$ cat config.mk
export PLATFORM = sky130hd
export DESIGN_NAME = seg7_scan_scheduler
export DESIGN_NICKNAME = d
export VERILOG_FILES = /design/src/rtl/seg7_scan_scheduler_pkg.sv /design/src/rtl/seg7_scan_scheduler_hex_to_seg7.sv /design/src/rtl/seg7_scan_scheduler.sv
export SDC_FILE = /design/constraint.sdc
export NUM_CORES = 1
export LEC_CHECK = 0
export BUFFER_PORTS_ARGS = -buffer_cell sky130_fd_sc_hd__buf_2
export CORE_MARGIN = 4
export CORE_UTILIZATION = 40
export DETAILED_ROUTE_END_ITERATION = 8
export SLEW_MARGIN = 10
export SYNTH_ARGS = -nofsm -noshare
export SYNTH_HDL_FRONTEND = slang
export SYNTH_SLANG_ARGS = --single-unit
$ cat constraint.sdc
create_clock -name clk_i -period 6.5 [get_ports clk_i]
set_clock_uncertainty 0.15 [all_clocks]
set_input_delay 0 -clock clk_i [delete_from_list [all_inputs] [get_ports clk_i]]
set_output_delay 0 -clock clk_i [all_outputs]
set_load 0.01 [all_outputs]
$ cat src/rtl/seg7_scan_scheduler_pkg.sv
// Shared definitions for the 4-digit 7-segment scan scheduler: FSM encoding,
// blanking constants and the active-low hex segment table.
package seg7_scan_scheduler_pkg;

    typedef enum logic {
        ST_BLANK = 1'b0,
        ST_SHOW  = 1'b1
    } state_e;

    localparam logic [6:0] SEG_OFF = 7'h7F;
    localparam logic [3:0] AN_OFF  = 4'hF;

    // {A,B,C,D,E,F,G}, active-low, indexed by hex value
    localparam logic [6:0] SEG_TABLE [16] = '{
        7'h01, 7'h4F, 7'h12, 7'h06, 7'h4C, 7'h24, 7'h20, 7'h0F,
        7'h00, 7'h04, 7'h08, 7'h60, 7'h31, 7'h42, 7'h30, 7'h38
    };

endpackage

$ cat src/rtl/seg7_scan_scheduler_hex_to_seg7.sv
// Combinational hex digit to active-low 7-segment pattern decoder.
module seg7_scan_scheduler_hex_to_seg7
    import seg7_scan_scheduler_pkg::*;
(
    input  logic [3:0] i_hex,
    output logic [6:0] o_seg
);

    assign o_seg = SEG_TABLE[i_hex];

endmodule

$ cat src/rtl/seg7_scan_scheduler.sv
// Scans a frame-stable copy of four hex digits onto a common-anode display with
// a blanking gap before each digit; new values commit only at frame boundaries.
module seg7_scan_scheduler
    import seg7_scan_scheduler_pkg::*;
#(
    parameter int unsigned SCAN_DIV  = 50000,
    parameter int unsigned BLANK_CYC = 500
) (
    input  logic        clk_i,
    input  logic        reset,
    input  logic [15:0] digits_i,
    input  logic        load_i,
    input  logic        lz_en_i,
    output logic        load_ack_o,
    output logic        frame_o,
    output logic [6:0]  seg_o,
    output logic [3:0]  an_o
);

    localparam int unsigned      CNT_W      = $clog2(SCAN_DIV);
    localparam logic [CNT_W-1:0] CNT_LAST   = CNT_W'(SCAN_DIV - 1);
    localparam logic [CNT_W-1:0] BLANK_LAST = CNT_W'(BLANK_CYC - 1);

    state_e           r_state;
    state_e           w_state_next;
    logic [CNT_W-1:0] r_slot_cnt;
    logic [CNT_W-1:0] w_slot_cnt_next;
    logic [1:0]       r_idx;
    logic [1:0]       w_idx_next;

    logic [15:0]      r_active;
    logic [15:0]      w_active_next;
    logic [15:0]      r_staged;
    logic             r_pending;
    logic             r_ack;

    logic [6:0]       r_seg;
    logic [3:0]       r_an;
    logic [6:0]       w_seg_next;
    logic [3:0]       w_an_next;

    logic             w_slot_end;
    logic             w_frame;
    logic             w_commit;
    logic [3:0]       w_digit;
    logic [6:0]       w_seg_dec;
    logic [3:0]       w_lz_blank;

    assign w_slot_end = (r_slot_cnt == CNT_LAST);
    assign w_frame    = (r_idx == 2'd3) && w_slot_end;
    assign w_commit   = w_frame && r_pending;

    // ---------------------------------------------------------------- FSM state register
    always_ff @(posedge clk_i) begin
        if (reset) begin
            r_state    <= ST_BLANK;
            r_slot_cnt <= '0;
            r_idx      <= 2'd0;
        end else begin
            r_state    <= w_state_next;
            r_slot_cnt <= w_slot_cnt_next;
            r_idx      <= w_idx_next;
        end
    end

    // ---------------------------------------------------------------- FSM next state
    always_comb begin
        w_state_next    = r_state;
        w_slot_cnt_next = w_slot_end ? '0 : r_slot_cnt + 1'b1;
        w_idx_next      = r_idx;
        case (r_state)
            ST_BLANK: begin
                if (r_slot_cnt == BLANK_LAST) begin
                    w_state_next = ST_SHOW;
                end
            end
            ST_SHOW: begin
                if (w_slot_end) begin
                    w_state_next = ST_BLANK;
                    w_idx_next   = r_idx + 2'd1;
                end
            end
            default: w_state_next = ST_BLANK;
        endcase
    end

    // ---------------------------------------------------------------- stage / commit
    assign w_active_next = w_commit ? r_staged : r_active;

    // A load in the frame cycle lands in staged after the commit has read the old value.
    always_ff @(posedge clk_i) begin
        if (reset) begin
            r_active  <= 16'h0000;
            r_staged  <= 16'h0000;
            r_pending <= 1'b0;
            r_ack     <= 1'b0;
        end else begin
            r_active <= w_active_next;
            r_ack    <= w_commit;
            if (load_i) begin
                r_staged  <= digits_i;
                r_pending <= 1'b1;
            end else if (w_commit) begin
                r_pending <= 1'b0;
            end
        end
    end

    // ---------------------------------------------------------------- digit select / decode
    always_comb begin
        w_digit = w_active_next[3:0];
        case (w_idx_next)
            2'd0: w_digit = w_active_next[3:0];
            2'd1: w_digit = w_active_next[7:4];
            2'd2: w_digit = w_active_next[11:8];
            2'd3: w_digit = w_active_next[15:12];
            default: w_digit = w_active_next[3:0];
        endcase
    end

    seg7_scan_scheduler_hex_to_seg7 u_hex_to_seg7 (
        .i_hex (w_digit),
        .o_seg (w_seg_dec)
    );

    // A digit is blanked when it and every higher digit are zero; digit 0 always shows.
    always_comb begin
        w_lz_blank[3] = lz_en_i && (w_active_next[15:12] == 4'h0);
        w_lz_blank[2] = lz_en_i && (w_active_next[15:8] == 8'h00);
        w_lz_blank[1] = lz_en_i && (w_active_next[15:4] == 12'h000);
        w_lz_blank[0] = 1'b0;
    end

    // ---------------------------------------------------------------- FSM outputs
    // Driven from next-state values so the pins move on the same edge as the state.
    always_comb begin
        w_an_next  = AN_OFF;
        w_seg_next = SEG_OFF;
        if (w_state_next == ST_SHOW) begin
            w_an_next = ~(4'b0001 << w_idx_next);
            if (!w_lz_blank[w_idx_next]) begin
                w_seg_next = w_seg_dec;
            end
        end
    end

    always_ff @(posedge clk_i) begin
        if (reset) begin
            r_seg <= SEG_OFF;
            r_an  <= AN_OFF;
        end else begin
            r_seg <= w_seg_next;
            r_an  <= w_an_next;
        end
    end

    assign seg_o      = r_seg;
    assign an_o       = r_an;
    assign load_ack_o = r_ack;
    assign frame_o    = w_frame;

endmodule

==> summary.txt <==
Logic synthesis
  • Async SR Flop Fraction: 0%
  • Synthesized flop and latch total: 64
  • Area leader, netlist: dfxtp_1
  • EDFF count, synth: 0
  • Post-synth cell types: 53
  • Cells after Synth: 333
  • Largest cells by area after synthesis: dfxtp_1 42%, mux2i_1 10%, nor2_1 5.9%
  • Synth Cell Area: 3080 um^2
  • Register area share after synthesis: 41.6%
  • Yosys top cell area share: 41.6%
  • Synthesized Nets: 359
  • Avg Cell Area, Syn: 9.24 um^2
  • Yosys warnings: 0
  • Most common flop cell mapped by yosys: dfxtp_1

Floorplan
  • I/O Pins: 33
  • Core area: 7370 um^2
  • DIE WIDTH: 95.7 um
  • Die area: 9160 um^2
  • DIE HEIGHT: 95.7 um
  • Starting Density: 41.7%
  • FP Rows: 31

Critical path
  • Worst Path Required: 6.54 ns
  • Crit Path Max Fanout: 22
  • CP startpoint kind: flip-flop
  • Setup crit end kind: flip-flop
  • Crit path kind: flip-flop to flip-flop
  • Reg-to-Reg Start: r_slot_cnt[11]
  • Worst Setup SP: r_slot_cnt[11]
  • Worst path arrival time: 3.68 ns

Global route
  • Routing usage on met2: 25.9%
  • Grt total ovfl: 0
  • Routing usage on met1: 20.8%
  • Top Usage Layer GRT: met2
  • GRT Total Usage: 16.2%
  • Met3 GRT Util: 5.08%
  • Vias in the first global route: 2370
  • First-pass GRT wire length: 11300 um
  • Largest net degree at the start of global routing: 40
  • Initial antenna violation count: 0

Clock network
  • Max clock buf depth: 2
  • Post-CTS Resized: 0
  • H-tree levels: 3
  • Postcts setup bufs: 0
  • CTS Sinks: 64
  • CTS tree: yes
  • Clk pin slew, worst setup/hold paths: 0.07 ns
  • Root Driver: clkbuf_8
  • Clock Latency Late Sink: 0.33 ns
  • TritonCTS buffer count: 9

Placed design
  • Port Buffers: 32
  • DP HPWL: 4880 um
  • GPL Wtd Cong: 0.807

Detailed routing
  • Drt first-iter violations: 104
  • Drt first pass iters: 4
  • Final antenna-violating net count: 0
  • Final WL: 6880 um
  • DR WL/cell: 14.3 um
  • Drc violations: 0
  • Vias: 2507
  • Vias per cell: 5.20

Timing
  • Tcrit/Tclk final: 55.9%
  • RSZ-0062 raised after global routing: no
  • Slew Viols, Final: 0
  • Max-Slew Margin vs Limit: 51.3%
  • Slew @ Worst Pin: 0.731 ns
  • Worst hold slack: 0.0421 ns
  • Period minus WS final: 3.63 ns
  • FMAX: 0.275 GHz
  • Final hold viol count: 0
  • Final Setup Violations: 0
  • Post-route setup TNS: 0 ns

Power
  • Leak pwr: 1.52 nW
  • Pwr per Cell Area: 208 nW/um^2
  • Total chip power: 0.759 mW
  • Maximum vdd ir drop: 170 uV

Min path
  • Min-delay src: load_i
  • Hold/Removal Path Class: input pin to flip-flop

Cells and area
  • Area Growth Syn to Fin: 18.5%
  • Filler instances: 709
  • Most frequent cells in the layout: 64 x dfxtp_1, 48 x nor2_1, 41 x nand2_1
  • Multi-input logic area: 1690 um^2
  • Fraction of layout cells with a size suffix above 1: 18.3%
  • Commonest non-fill, non-tap cell in the layout: dfxtp_1
  • # diodes: 0
  • Nets: 404
  • Register area: 1280 um^2

Job
  • MaxCap Viol Count: 0

Run status
  • Status: finished clean
state kept, by name (all words and copies together), names as in the netlist:
| signal | count |
|---|---|
| r_idx | 2 |
| r_pending | 1 |
| load_ack_o | 1 |
| r_active | 16 |
| r_staged | 16 |
| r_state | 1 |
| seg_o | 7 |
| an_o | 4 |
| r_slot_cnt | 16 |
cells in the mapped netlist (3+ instances only):
cell type	n
o21ai_0	3
xor2_1	6
o221ai_1	4
ha_1	6
nor2_1	48
nor4_1	5
mux2_2	4
inv_1	10
a22oi_1	3
nor2b_1	4
xnor2_1	9
or4_1	3
nand2b_1	3
nand4_1	3
mux2i_1	32
a21oi_1	17
clkbuf_1	11
dfxtp_1	64
nand3_1	9
and2_1	4
and3_1	4
nand2_1	41
mux4_2	4
report_power, final:
part | leakage, nW | switching, mW | internal (mW) | total, mW
Sequential | 0.520 | 0.00875 | 0.400 | 0.409
Clock | 0.0927 | 0.143 | 0.169 | 0.312
Combinational | 0.907 | 0.0163 | 0.0209 | 0.0371
cell type report:
cell class	instances	area share (%)
clock buffer	14	4.73
clock inverter	2	0.343
inverter	10	1.03
multi-input combinational	244	46.4
sequential	64	35.1
tap	99	3.40
timing repair buffer	49	8.99
per-layer routing:
metal	vias up	part of all wire, %
met3	14	4.7
met5	-	0
met4	0	1.8
li1	1258	-
met1	1176	45
met2	59	48
worst paths after layout:
check | end | slack [ns] | cells past startpoint
max | seg_o[3] | 2.87 | 11
min | r_pending | 0.04 | 3
max reg2reg | seg_o[3] | 2.87 | 11
min reg2reg | r_slot_cnt[0] | 0.31 | 1
logic make-up after synthesis:
logic type | share of synthesized area, %
mux | 15.2
simple gates | 23.2
compound gates | 9.68
xor+xnor | 4.27
fa+ha+maj | 2.44
flops | 41.6
buf+inv | 3.62
metrics by stage:
| step | std cells | area (um^2) | util (%) | setup WS (ns) |
|---|---|---|---|---|
| 6_report | 482 | 3650 | 49.5 | 2.87 |
| 4_1_cts | 482 | 3650 | 49.5 | 2.85 |
| 5_1_grt | 482 | 3650 | 49.5 | 2.52 |
| 3_3_place_gp | 450 | 3300 | 44.8 | 2.95 |
| 2_1_floorplan | 333 | 3080 | - | 3.15 |
| 3_5_place_dp | 450 | 3300 | 44.8 | 2.86 |
repair_timing:
item,CTS,global route
hold endpoints to repair,16,0
setup endpoints to repair,0,0
hold buffers,16,0
worst max-delay path, stage by stage, from the launching register on:
cell	delay (ns)
dfxtp_1	0.34
or4_4	0.60
nor4_4	0.28
nand4_2	0.58
mux2i_1	0.42
mux2i_1	0.12
mux2_2	0.34
ha_1	0.25
inv_1	0.10
a21oi_1	0.05
a211oi_1	0.18
o21ai_1	0.09
Power figures use the tool's default switching activity.
